[src/rtl/pong_pkg.sv]
// Shared types, screen geometry and the paddle step helper for the Pong game sequencer.
package pong_pkg;

    typedef enum logic [2:0] {
        StIdle,
        StServe,
        StPlay,
        StScore,
        StGameOver
    } state_e;

    localparam int unsigned SCREEN = 64;
    localparam int unsigned P1_COL = 0;
    localparam int unsigned P2_COL = 62;
    localparam int unsigned CENTRE = 31;

    // One-row paddle move; both or neither button pressed leaves it in place.
    function automatic logic [5:0] paddle_step(input logic [5:0] y, input logic up,
                                               input logic dn, input logic [5:0] y_max);
        logic [5:0] r;
        r = y;
        if (up && !dn && y != 6'd0) begin
            r = y - 6'd1;
        end else if (dn && !up && y < y_max) begin
            r = y + 6'd1;
        end
        return r;
    endfunction

endpackage

[src/rtl/pong_tick_gen.sv]
// Free-running divider producing a one-cycle game tick every TICK_DIV clocks.
module pong_tick_gen #(
    parameter int unsigned TICK_DIV = 390625
) (
    input  logic clk,
    input  logic rst,
    output logic tick
);

    localparam int unsigned CW = (TICK_DIV > 1) ? $clog2(TICK_DIV) : 1;
    localparam logic [CW-1:0] LAST = CW'(TICK_DIV - 1);

    logic [CW-1:0] cnt_q, cnt_d;

    always_comb begin
        tick  = (cnt_q == LAST);
        cnt_d = tick ? '0 : cnt_q + CW'(1);
    end

    always_ff @(posedge clk) begin
        if (rst) begin
            cnt_q <= '0;
        end else begin
            cnt_q <= cnt_d;
        end
    end

endmodule

[src/rtl/pong_game_ctrl.sv]
// Pong game sequencer: ball, paddles and scores advanced once per game tick.
// Define PONG_AUTO_P2_EN to make the P2 paddle track the ball instead of p2_up/p2_dn.
module pong_game_ctrl
    import pong_pkg::*;
#(
    parameter int unsigned TICK_DIV   = 390625,
    parameter int unsigned PADDLE_H   = 6,
    parameter int unsigned WIN_SCORE  = 7,
    parameter int unsigned SERVE_WAIT = 32
) (
    input  logic       clk,
    input  logic       rst,
    input  logic       start,
    input  logic       p1_up,
    input  logic       p1_dn,
    input  logic       p2_up,
    input  logic       p2_dn,
    output logic [5:0] bx,
    output logic [5:0] by,
    output logic [5:0] p1y,
    output logic [5:0] p2y,
    output logic [2:0] sc1,
    output logic [2:0] sc2,
    output logic       frame_upd,
    output logic       game_over,
    output logic       winner
);

    localparam logic [5:0] Y_MAX   = 6'(SCREEN - PADDLE_H);
    localparam logic [5:0] COL_MAX = 6'(SCREEN - 1);
    localparam logic [5:0] CTR     = 6'(CENTRE);
    localparam logic [5:0] P1_HIT  = 6'(P1_COL + 2);
    localparam logic [5:0] P2_HIT  = 6'(P2_COL - 1);
    localparam logic [6:0] PH_SPAN = 7'(PADDLE_H - 1);
    localparam logic [2:0] WIN     = 3'(WIN_SCORE);
    localparam int unsigned SCW    = (SERVE_WAIT > 1) ? $clog2(SERVE_WAIT) : 1;
    localparam logic [SCW-1:0] SERVE_LAST = SCW'(SERVE_WAIT - 1);

    state_e         state_q, state_d;
    logic [5:0]     bx_q, bx_d, by_q, by_d, p1y_q, p1y_d, p2y_q, p2y_d;
    logic [2:0]     sc1_q, sc1_d, sc2_q, sc2_d;
    logic           dx_q, dx_d, dy_q, dy_d;  // 1 = +1, 0 = -1
    logic [SCW-1:0] scnt_q, scnt_d;
    logic           scorer_q, scorer_d;      // 1 = P2 took the point
    logic           winner_q, winner_d, frame_upd_q, frame_upd_d, game_over_q, game_over_d;

    logic           tick;
    logic [5:0]     p1y_mv, p2y_mv, bx_n, by_n;
    logic           dx_n, dy_n, p1_hit, p2_hit, miss, miss_by_p2;
    logic [2:0]     sc_inc;

    pong_tick_gen #(
        .TICK_DIV(TICK_DIV)
    ) u_tick_gen (
        .clk (clk),
        .rst (rst),
        .tick(tick)
    );

    always_comb p1y_mv = paddle_step(p1y_q, p1_up, p1_dn, Y_MAX);

`ifdef PONG_AUTO_P2_EN
    localparam logic [6:0] HALF = 7'(PADDLE_H / 2);
    logic [6:0] p2_tgt;

    always_comb begin
        p2_tgt = ({1'b0, by_q} <= HALF) ? 7'd0 : {1'b0, by_q} - HALF;
        if (p2_tgt > {1'b0, Y_MAX}) p2_tgt = {1'b0, Y_MAX};
        if ({1'b0, p2y_q} < p2_tgt) begin
            p2y_mv = p2y_q + 6'd1;
        end else if ({1'b0, p2y_q} > p2_tgt) begin
            p2y_mv = p2y_q - 6'd1;
        end else begin
            p2y_mv = p2y_q;
        end
    end
`else
    always_comb p2y_mv = paddle_step(p2y_q, p2_up, p2_dn, Y_MAX);
`endif

    // Ball step for a PLAY tick; paddle hits test the already-moved paddles.
    always_comb begin
        dy_n = dy_q;
        if (by_q == 6'd0 && !dy_q) begin
            by_n = 6'd1;
            dy_n = 1'b1;
        end else if (by_q == COL_MAX && dy_q) begin
            by_n = COL_MAX - 6'd1;
            dy_n = 1'b0;
        end else begin
            by_n = dy_q ? by_q + 6'd1 : by_q - 6'd1;
        end

        p1_hit = (bx_q == P1_HIT) && !dx_q && ({1'b0, by_q} >= {1'b0, p1y_mv})
                 && ({1'b0, by_q} <= {1'b0, p1y_mv} + PH_SPAN);
        p2_hit = (bx_q == P2_HIT) && dx_q && ({1'b0, by_q} >= {1'b0, p2y_mv})
                 && ({1'b0, by_q} <= {1'b0, p2y_mv} + PH_SPAN);

        dx_n       = dx_q;
        miss       = 1'b0;
        miss_by_p2 = 1'b0;
        bx_n       = bx_q;
        if (p1_hit) begin
            bx_n = P1_HIT + 6'd1;
            dx_n = 1'b1;
        end else if (bx_q == 6'd0 && !dx_q) begin
            miss       = 1'b1;
            miss_by_p2 = 1'b1;
        end else if (p2_hit) begin
            bx_n = P2_HIT - 6'd1;
            dx_n = 1'b0;
        end else if (bx_q == COL_MAX && dx_q) begin
            miss = 1'b1;
        end else begin
            bx_n = dx_q ? bx_q + 6'd1 : bx_q - 6'd1;
        end
    end

    always_comb begin
        state_d     = state_q;
        bx_d        = bx_q;
        by_d        = by_q;
        p1y_d       = p1y_q;
        p2y_d       = p2y_q;
        sc1_d       = sc1_q;
        sc2_d       = sc2_q;
        dx_d        = dx_q;
        dy_d        = dy_q;
        scnt_d      = scnt_q;
        scorer_d    = scorer_q;
        winner_d    = winner_q;
        frame_upd_d = 1'b0;
        sc_inc      = scorer_q ? sc2_q + 3'd1 : sc1_q + 3'd1;

        case (state_q)
            StIdle, StGameOver: begin
                if (start) begin
                    state_d = StServe;
                    sc1_d   = '0;
                    sc2_d   = '0;
                    bx_d    = CTR;
                    by_d    = CTR;
                    scnt_d  = '0;
                end
            end
            StServe: begin
                if (tick) begin
                    p1y_d       = p1y_mv;
                    p2y_d       = p2y_mv;
                    bx_d        = CTR;
                    by_d        = CTR;
                    frame_upd_d = 1'b1;
                    if (scnt_q == SERVE_LAST) begin
                        state_d = StPlay;
                        scnt_d  = '0;
                    end else begin
                        scnt_d = scnt_q + SCW'(1);
                    end
                end
            end
            StPlay: begin
                if (tick) begin
                    p1y_d       = p1y_mv;
                    p2y_d       = p2y_mv;
                    frame_upd_d = 1'b1;
                    if (miss) begin
                        state_d  = StScore;
                        scorer_d = miss_by_p2;
                    end else begin
                        bx_d = bx_n;
                        by_d = by_n;
                        dx_d = dx_n;
                        dy_d = dy_n;
                    end
                end
            end
            StScore: begin
                frame_upd_d = 1'b1;
                bx_d        = CTR;
                by_d        = CTR;
                dx_d        = ~scorer_q;  // serve toward whoever conceded
                if (scorer_q) sc2_d = sc_inc;
                else          sc1_d = sc_inc;
                if (sc_inc == WIN) begin
                    state_d  = StGameOver;
                    winner_d = scorer_q;
                end else begin
                    state_d = StServe;
                    scnt_d  = '0;
                end
            end
            default: state_d = StIdle;
        endcase

        game_over_d = (state_d == StGameOver);
    end

    always_ff @(posedge clk) begin
        if (rst) begin
            state_q     <= StIdle;
            bx_q        <= CTR;
            by_q        <= CTR;
            p1y_q       <= 6'd29;
            p2y_q       <= 6'd29;
            sc1_q       <= '0;
            sc2_q       <= '0;
            dx_q        <= 1'b1;
            dy_q        <= 1'b1;
            scnt_q      <= '0;
            scorer_q    <= 1'b0;
            winner_q    <= 1'b0;
            frame_upd_q <= 1'b0;
            game_over_q <= 1'b0;
        end else begin
            state_q     <= state_d;
            bx_q        <= bx_d;
            by_q        <= by_d;
            p1y_q       <= p1y_d;
            p2y_q       <= p2y_d;
            sc1_q       <= sc1_d;
            sc2_q       <= sc2_d;
            dx_q        <= dx_d;
            dy_q        <= dy_d;
            scnt_q      <= scnt_d;
            scorer_q    <= scorer_d;
            winner_q    <= winner_d;
            frame_upd_q <= frame_upd_d;
            game_over_q <= game_over_d;
        end
    end

    assign bx        = bx_q;
    assign by        = by_q;
    assign p1y       = p1y_q;
    assign p2y       = p2y_q;
    assign sc1       = sc1_q;
    assign sc2       = sc2_q;
    assign frame_upd = frame_upd_q;
    assign game_over = game_over_q;
    assign winner    = winner_q;

endmodule
[config.mk]
export PLATFORM = sky130hd
export DESIGN_NAME = pong_game_ctrl
export DESIGN_NICKNAME = d
export VERILOG_FILES = /design/src/rtl/pong_pkg.sv /design/src/rtl/pong_tick_gen.sv /design/src/rtl/pong_game_ctrl.sv
export SDC_FILE = /design/constraint.sdc
export NUM_CORES = 1
export LEC_CHECK = 0
export CAP_MARGIN = 25
export CORE_ASPECT_RATIO = 1.1
export CORE_UTILIZATION = 55
export CTS_CLUSTER_DIAMETER = 100
export DETAILED_ROUTE_END_ITERATION = 10
export DONT_BUFFER_PORTS = 1
export PLACE_DENSITY = 0.71
export SYNTH_ARGS = -nofsm -noshare
export SYNTH_HDL_FRONTEND = slang
export SYNTH_HIERARCHICAL = 1
export SYNTH_SLANG_ARGS = --single-unit
[constraint.sdc]
create_clock -name clk -period 5.3 [get_ports clk]
set_input_delay 1.59 -clock clk [delete_from_list [all_inputs] [get_ports clk]]
set_output_delay 1.59 -clock clk [all_outputs]
set_load 0.05 [all_outputs]
==> results of run 1 <==
## cell families (layout without fill, tap and decap cells)
| family | after synthesis | count (layout) | synth area share |
|---|---|---|---|
| compound gates | 151 | 151 | 0.2183 |
| xor+xnor | 42 | 42 | 0.08092 |
| fa+ha+maj | 46 | 46 | 0.1299 |
| buf+inv | 56 | 57 | 0.05037 |
| flops | 63 | 63 | 0.2775 |
| mux | 5 | 5 | 0.01211 |
| simple gates | 202 | 202 | 0.2309 |
## state kept, by name, indices dropped and copies added (netlist names)
register / flops
game_over: 1
scorer_q: 1
bx: 6
frame_upd: 1
sc2: 3
state_q: 3
winner: 1
dy_q: 1
scnt_q: 5
sc1: 3
u_tick_gen/cnt_q: 19
p2y: 6
dx_q: 1
p1y: 6
by: 6
## per-layer routing
metal,share of wire,global-route usage
met4,0.018,0.09926
met3,0.042,0.05353
met1,0.46,0.2978
met2,0.48,0.3893
met5,0,0
## how the worst min path moves through the flow
stage                          from   endpoint  slack (ns)  depth (start not counted)
after floorplan           scnt_q[4]  scnt_q[4]        0.44                          2
after global routing      scnt_q[1]  scnt_q[1]        0.49                          2
final                     scnt_q[4]  scnt_q[4]        0.46                          2
after CTS                 scnt_q[4]  scnt_q[4]        0.46                          2
after detailed placement  scnt_q[4]  scnt_q[4]        0.45                          2
after global placement    scnt_q[4]  scnt_q[4]        0.44                          2
## Yosys cell counts, types with 5 or more instances
| cell type | instances |
|---|---|
| nor3_1 | 15 |
| nand4_1 | 8 |
| nand3_1 | 22 |
| o21ai_0 | 30 |
| nand2b_1 | 11 |
| clkbuf_1 | 16 |
| o21bai_1 | 6 |
| ha_1 | 44 |
| a21oi_1 | 51 |
| inv_1 | 35 |
| nor4_1 | 9 |
| nor2b_1 | 5 |
| xor2_1 | 13 |
| and2_1 | 5 |
| nand2_1 | 41 |
| o21ai_1 | 5 |
| and4_1 | 5 |
| a211oi_1 | 5 |
| xnor2_1 | 29 |
| and3_1 | 6 |
| nor2_1 | 51 |
| a21o_1 | 8 |
| o21a_1 | 8 |
| dfxtp_1 | 63 |
| o22ai_1 | 5 |
## worst register-to-register path, cell delays in order, from the launching register on
cell	delay (ns)
dfxtp_1	0.55
or4b_4	0.67
o21ai_4	0.20
nand2_1	0.13
xnor2_1	0.35
ha_1	0.30
o21ai_0	0.13
xnor2_1	0.16
ha_1	0.31
a2111oi_0	0.59
nand2_1	0.14
o21a_1	0.23
a2111oi_4	0.57
o221ai_1	0.21
nand3b_1	0.11
## per-stage QoR
step                utilization  hold WS (ns)
finish                   0.6040        0.4580
global route             0.6040        0.4942
CTS                      0.6040        0.4587
detailed placement       0.5818        0.4496
global placement         0.5818        0.4396
floorplan                     -        0.4362
## power by group
part	switching [mW]	internal (mW)
combinational	0.0314	0.0206
sequential	0.00438	0.476
clock	0.180	0.194
total	0.216	0.691
## area by class of cell
cell class / instances / area share
clock buffer: 13 / 0.03307
clock inverter: 3 / 0.003646
inverter: 35 / 0.02734
multi-input combinational: 446 / 0.6359
sequential: 63 / 0.2625
tap: 108 / 0.02813
timing repair buffer: 6 / 0.009375
==> reports/results.txt, run 1 <==
Reg2reg path depth -> 14
Most frequent cells in the layout -> dfxtp_1, a21oi_1, nor2_1
Layout cells sized above 1 -> 0.06537
Final hold vios -> 0
# diodes -> 0
# nets final -> 614
Post-CTS Setup Bufs -> 0
Routed wire length -> 9.924 mm
Clk_skew -> 0.006791 ns
Buffers on Ports -> 0
Yosys reg bits -> 63
Ys async rst share -> 0
Syn. warnings -> 6
F_max -> 0.2028 GHz
Worst slew margin -> 0.4040
Cell area after synthesis -> 4546 um2
Sequential fraction of the synthesis area -> 0.2775
Initial antenna violation count -> 0
RR Startpoint -> p2y[5]
H-tree level count -> 3
Maximum vdd drop -> 203.0 uV
PwrDens -> 188.7 nW/um2
RR Endpoint -> bx[4]
Synth cell types -> 63
Clock buffer count from CTS -> 9
Largest net degree at the start of global routing -> 46
R2r setup slk -> 0.62 ns
Arrival time at the worst endpoint -> 5.22 ns
CTS Root Cell -> clkbuf_8
Hold buffers post-CTS -> 0
Post-Layout Cell Count -> 674
Vias in the first global route -> 3638
Max-cap violations -> 0
Total negative slack -> 0 ns
Initial core utilization -> 0.5714
CP required -> 5.59 ns
Area share of the largest cell type after synthesis -> 0.2775
Reg area -> 1261 um2
Initial drt markers -> 150
CP Launch Type -> primary input
Synth area leaders -> dfxtp_1, ha_1, a21oi_1
Routability cong. -> 0.8664
Yosys top cell by area -> dfxtp_1
Aggregate global-route resource usage -> 0.2385
Crit path to -> bx[4]
Setup violators final -> 0
Die X -> 88.68 um
Clock buffer depth -> 2
CORE AREA -> 7955 um2
Placed Cells -> 658
Die Ht -> 97.35 um
Final instance area -> 4805 um2
Tightest Pin Transition -> 0.8858 ns
RSZ-0062 raised after global routing -> no
Via-per-instance ratio -> 5.901
Critical path class -> in -> reg
Slowest CP cell -> a2111oi_0
# IOs -> 40
Commonest non-fill, non-tap cell in the layout -> dfxtp_1
DP Wirelength -> 7.321 mm
Top delay family on crit path -> compound AO/OA/AOI/OAI gates
CTS tree -> done
Clk Latency, worst-skew pair -> 0.34 ns
Number of gates resized after cts -> 0
Vias -> 3977
Die ar. -> 8633 um2
Area grow syn2layout -> 5.698%
Setup crit end kind -> flop
Static leakage power -> 1.830 nW
Delay of the slowest critical-path stage -> 0.59 ns
Multi-input logic area -> 3055 um2
Reg clk slew, reported paths -> 0.07 ns
Crit-path cells -> nor2b_1 > o21ai_0 > nand2_1 > xnor2_1 > ha_1 > o21ai_0 > xnor2_1 > ha_1 > a2111oi_0 > nand2_1 > o21a_1 > a2111oi_4 > o221ai_1 > nand3b_1
Setup WS post-layout -> 0.3694 ns
Post-Syn Nets -> 618
First-pass GRT wire length -> 16.44 mm
Crit path launch -> p2_dn
Pre-CTS setup slack -> 0.1348 ns
Syn Inst Count -> 565
Min-Delay Path Class -> reg -> reg
Fillcell total -> 720
Synth Flop Type -> dfxtp_1
Gr ovfl total -> 0
Cell depth of the worst setup path -> 14
Outcome -> complete, no violations
Row cnt -> 34
Clock sinks -> 63
CP Max Fanout -> 7
Number of synthesized flops with an enable pin -> 0
Wirelength per Cell -> 14.72 um
Syn avg cell area -> 8.045 um2
First-pass iteration count of the detailed router -> 4
CP Buf/Inv Count -> 0
Final period utilization -> 0.9303
Routed Antenna Nets -> 0
Clock period minus worst slack -> 4.931 ns
Pins Over Slew Limit -> 0
Final Power -> 0.9069 mW
DP Area -> 4628 um2
# DRC -> 0
(Power assumes the default switching activity.)
==> run 2, diff against run 1 <==
--- a/config.mk
+++ b/config.mk
@@ -8,6 +8,7 @@
 export CAP_MARGIN = 25
 export CORE_ASPECT_RATIO = 1.1
 export CORE_UTILIZATION = 55
+export CTS_BUF_LIST = sky130_fd_sc_hd__clkbuf_4 sky130_fd_sc_hd__clkbuf_8 sky130_fd_sc_hd__clkbuf_16
 export CTS_CLUSTER_DIAMETER = 100
 export DETAILED_ROUTE_END_ITERATION = 10
 export DONT_BUFFER_PORTS = 1
==> run 2 against run 1 <==
  * Clock skew about the same
  * First-iteration DRC count is 4.7% lower
  * Combinational power barely moved
  * Worst setup slack improved by 0.0072 ns
  * Clock power up 3%
==> reports/results.txt, run 2 (synthesized netlist as in run 1, its figures left out) <==
Outcome -> complete, no violations
Hold buffers post-CTS -> 0
First-pass GRT wire length -> 16.44 mm
Routed Antenna Nets -> 0
Clock buffer count from CTS -> 9
CP Launch Type -> primary input
PwrDens -> 190.9 nW/um2
Area grow syn2layout -> 5.863%
Maximum vdd drop -> 205.8 uV
Crit path launch -> p2_dn
Die Ht -> 97.35 um
Arrival time at the worst endpoint -> 5.21 ns
F_max -> 0.2031 GHz
# IOs -> 40
Fillcell total -> 718
DP Wirelength -> 7.321 mm
Largest Register -> u_tick_gen/cnt_q
# diodes -> 0
Hold_sp -> scnt_q[4]
Setup crit end kind -> flop
Clock sinks -> 63
Final period utilization -> 0.9289
Vias in the first global route -> 3651
Initial drt markers -> 143
Reg clk slew, reported paths -> 0.07 ns
Tightest Pin Transition -> 0.9107 ns
Largest net degree at the start of global routing -> 46
Final hold vios -> 0
Commonest non-fill, non-tap cell in the layout -> dfxtp_1
Most frequent cells in the layout -> dfxtp_1, a21oi_1, nor2_1
Final instance area -> 4812 um2
Pins Over Slew Limit -> 0
Sw frac -> 0.2366
CTS Root Cell -> clkbuf_8
Post-CTS Setup Bufs -> 0
Via-per-instance ratio -> 5.899
Buffers on Ports -> 0
Gr ovfl total -> 0
CP required -> 5.59 ns
Number of gates resized after cts -> 0
Layout cells sized above 1 -> 0.06890
Comb power frac -> 0.057
# DRC -> 0
CP Max Fanout -> 7
Routed wire length -> 9.920 mm
First-pass iteration count of the detailed router -> 4
CTS tree -> done
Static leakage power -> 1.837 nW
CORE AREA -> 7955 um2
Clk Latency, worst-skew pair -> 0.34 ns
Worst slew margin -> 0.3873
RR Startpoint -> p2y[5]
Total negative slack -> 0 ns
Aggregate global-route resource usage -> 0.2383
Cell Int Power -> 0.7011 mW
Max reg flops -> 19
DP Area -> 4628 um2
Clk_skew -> 0.006865 ns
Die ar. -> 8633 um2
Clock buffer depth -> 2
Initial core utilization -> 0.5714
Min-Delay Path Class -> reg -> reg
Critical path class -> in -> reg
Flop pwr share -> 0.523
RSZ-0062 raised after global routing -> no
Vias -> 3976
# nets final -> 614
Row cnt -> 34
Wirelength per Cell -> 14.72 um
NetSw -> 0.2173 mW
H-tree level count -> 3
Setup violators final -> 0
Die X -> 88.68 um
Hold slack -> 0.4564 ns
Clock period minus worst slack -> 4.923 ns
Initial antenna violation count -> 0
Max-cap violations -> 0
Routability cong. -> 0.8664
Clock Power Share -> 0.420
## run 2: layer usage
layer | vias up | part of all wire | wire length [um] | global-route usage
met2 | 64 | 0.48 | 4753 | 0.3917
met3 | 13 | 0.038 | 376 | 0.05353
met4 | 0 | 0.018 | 179 | 0.09926
met1 | 1869 | 0.46 | 4610 | 0.2951
met5 | - | 0 | 0 | 0
li1 | 2030 | - | - | -
## run 2: layout make-up
class	instances	area, um2	area share
multi-input cells	446	3055	0.6349
inverters	35	131.4	0.02730
well taps	108	135.1	0.02808
clock inverters	3	17.52	0.003640
clock buffers	13	166.4	0.03458
repair buffers	6	45.04	0.009360
flip-flops and latches	63	1261	0.2621
## run 2: path summary, 6_finish.rpt
check	end	depth (start not counted)	slack, ns
setup / recovery	bx[4]	14	0.38
hold / removal	scnt_q[4]	2	0.46
setup reg to reg	bx[4]	14	0.63
hold reg to reg	scnt_q[4]	2	0.46
## run 2: power by group through the flow
stage	clock [mW]	combinational (mW)	sequential (mW)
final	0.386	0.0520	0.481
after global routing	0.417	0.0595	0.481
after CTS	0.393	0.0523	0.481
after detailed placement	0	0.0522	0.492
after global placement	0	0.0505	0.491
after floorplan	0	0.0468	0.490
## run 2: metrics by stage
step                      worst slack [ns]  total power [mW]  utilization  cells
after global routing                0.1370            0.9571       0.6049    674
final                               0.3766            0.9184       0.6049    674
after global placement              0.2924            0.5419       0.5818    658
after detailed placement            0.1348            0.5437       0.5818    658
after CTS                           0.4988            0.9264       0.6049    674
after floorplan                     0.6230            0.5372            -    565
## run 2: critical path, stage by stage
cell and delay, ns:
nor2b_1 0.36, o21ai_0 0.16, nand2_1 0.14, xnor2_1 0.23, ha_1 0.29, o21ai_0 0.13, xnor2_1 0.16, ha_1 0.31
a2111oi_0 0.59, nand2_1 0.14, o21a_1 0.23, a2111oi_4 0.56, o221ai_1 0.21, nand3b_1 0.11
==> run 3, diff against run 2 <==
==> constraint.sdc (replaced) <==
create_clock -name clk -period 4.6 [get_ports clk]
set_input_delay 1.38 -clock clk [delete_from_list [all_inputs] [get_ports clk]]
set_output_delay 1.38 -clock clk [all_outputs]
set_load 0.05 [all_outputs]
==> run 3 against run 2 <==
  * Final cell count is 3.3% higher
  * Combinational power rose by 29%
  * Power up 15%
  * Critical endpoint is now dx_q
  * Largest power group unchanged
  * Highest routed layer unchanged
==> reports/results.txt, run 3 (synthesized netlist as in run 1, its figures left out) <==
Outcome -> complete, no violations
Commonest non-fill, non-tap cell in the layout -> dfxtp_1
Pins Over Slew Limit -> 0
Routed wire length -> 10.29 mm
Layout cells sized above 1 -> 0.1037
Setup violators final -> 0
Hold slack -> 0.4621 ns
Die ar. -> 8633 um2
Crit path launch -> p2_up
Slowest CP cell -> o41a_2
Reg2reg path depth -> 19
# nets final -> 639
# DRC -> 0
Gr ovfl total -> 0
Hold_sp -> scnt_q[4]
Maximum vdd drop -> 201.5 uV
Setup WS post-layout -> 0.3301 ns
Vias in the first global route -> 3896
Max reg flops -> 19
Total negative slack -> 0 ns
Crit-path cells -> nor2b_1 > o21ai_4 > o41a_2 > xnor2_1 > inv_1 > nor3_1 > xnor2_1 > ha_1 > a2111oi_0 > buf_4 > nand2_1 > o21a_1 > a2111oi_4 > buf_4 > o31ai_2 > mux2i_1
Comb power frac -> 0.064
CP Launch Type -> primary input
Reg clk slew, reported paths -> 0.07 ns
CORE AREA -> 7955 um2
Cell Int Power -> 0.8081 mW
Clock buffer depth -> 2
Final instance area -> 4986 um2
Hold path depth -> 2
Final core occ -> 0.6268
Die Ht -> 97.35 um
Most frequent cells in the layout -> dfxtp_1, a21oi_1, nor2_1
Largest Register -> u_tick_gen/cnt_q
Final period utilization -> 0.9282
Row cnt -> 34
Tightest Pin Transition -> 0.8950 ns
First-pass GRT wire length -> 17.37 mm
CP Max Fanout -> 6
Clock buffer count from CTS -> 9
Sw frac -> 0.2338
Initial drt markers -> 121
First-pass iteration count of the detailed router -> 4
Post-CTS Setup Bufs -> 0
# IOs -> 40
PwrDens -> 211.5 nW/um2
Largest net degree at the start of global routing -> 46
Worst slew margin -> 0.3978
Wirelength per Cell -> 14.78 um
DP Wirelength -> 7.679 mm
Routability cong. -> 0.8466
NetSw -> 0.2465 mW
Final hold vios -> 0
H-tree level count -> 3
Die X -> 88.68 um
Buffers on Ports -> 0
Area grow syn2layout -> 9.689%
Arrival time at the worst endpoint -> 4.50 ns
Routed Antenna Nets -> 0
Hold buffers post-CTS -> 0
Max-cap violations -> 0
Aggregate global-route resource usage -> 0.2519
Clock sinks -> 63
Hold endpoint -> scnt_q[4]
Vias -> 4109
Most used routing layer -> met2
CTS Root Cell -> clkbuf_8
RR Startpoint -> p2y[0]
Met3 usage -> 0.06117
Flop pwr share -> 0.525
RSZ-0062 raised after global routing -> no
Delay of the slowest critical-path stage -> 0.40 ns
Clk Latency, worst-skew pair -> 0.35 ns
Setup crit end kind -> flop
# diodes -> 0
Min-Delay Path Class -> reg -> reg
CTS tree -> done
M1 GR Usage -> 0.3065
Initial antenna violation count -> 0
R2r setup slk -> 0.49 ns
CP required -> 4.83 ns
Critical path class -> in -> reg
Number of gates resized after cts -> 0
RR Endpoint -> dx_q
Clock period minus worst slack -> 4.270 ns
Met2 GRT Util -> 0.4231
F_max -> 0.2342 GHz
Clock Power Share -> 0.411
Pre-CTS setup slack -> -0.01658 ns
Clk_skew -> 0.01083 ns
Initial core utilization -> 0.5714
Via-per-instance ratio -> 5.904
Static leakage power -> 1.951 nW
DP Area -> 4816 um2
run 3: cell types whose count changed in the layout (fill, tap and decap cells not counted):
cell | before | now
clkinvlp_4 | 1 | 0
clkbuf_8 | 11 | 12
clkbuf_4 | 2 | 0
clkinv_2 | 2 | 1
buf_4 | 6 | 31
run 3: routing by layer:
layer	part of all wire	routed length [um]
met1	0.45	4581
met2	0.49	5016
met3	0.050	517
met4	0.017	174
met5	0	0
run 3: layout make-up:
cell class	count	area (um2)
clock buffer	12	165.2
tap	108	135.1
fill	716	2969
timing repair buffer	31	232.7
sequential	63	1261
clock inverter	1	5.005
inverter	35	131.4
multi-input combinational	446	3055
run 3: worst max-delay path, delay by kind of cell:
kind | cells | cell delay (ns)
AO/OA/AOI/OAI | 6 | 1.45
XOR/XNOR | 2 | 0.31
adder cells (fa/ha/maj) | 1 | 0.21
buffers and inverters | 3 | 0.50
multiplexers | 1 | 0.13
AND/OR/NAND/NOR | 3 | 0.51
run 3: worst max-delay path by stage:
stage	end	slack, ns	cells past startpoint
4_1_cts	dx_q	0.32	16
3_5_place_dp	dx_q	-0.02	17
3_3_place_gp	dx_q	0.05	16
2_1_floorplan	dx_q	0.13	14
6_report	dx_q	0.33	16
5_1_grt	bx[5]	0.03	17
run 3: stage by stage:
stage               std cells  power, mW
floorplan                 565     0.6190
global placement          683     0.6315
detailed placement        683     0.6333
CTS                       696      1.061
global route              696      1.091
finish                    696      1.055
run 3: power groups by stage:
stage          combinational (mW)  clock [mW]  sequential (mW)
3_5_place_dp               0.0669           0            0.566
3_3_place_gp               0.0654           0            0.566
6_report                   0.0670       0.434            0.554
2_1_floorplan              0.0539           0            0.565
5_1_grt                    0.0753       0.461            0.554
4_1_cts                    0.0674       0.439            0.554
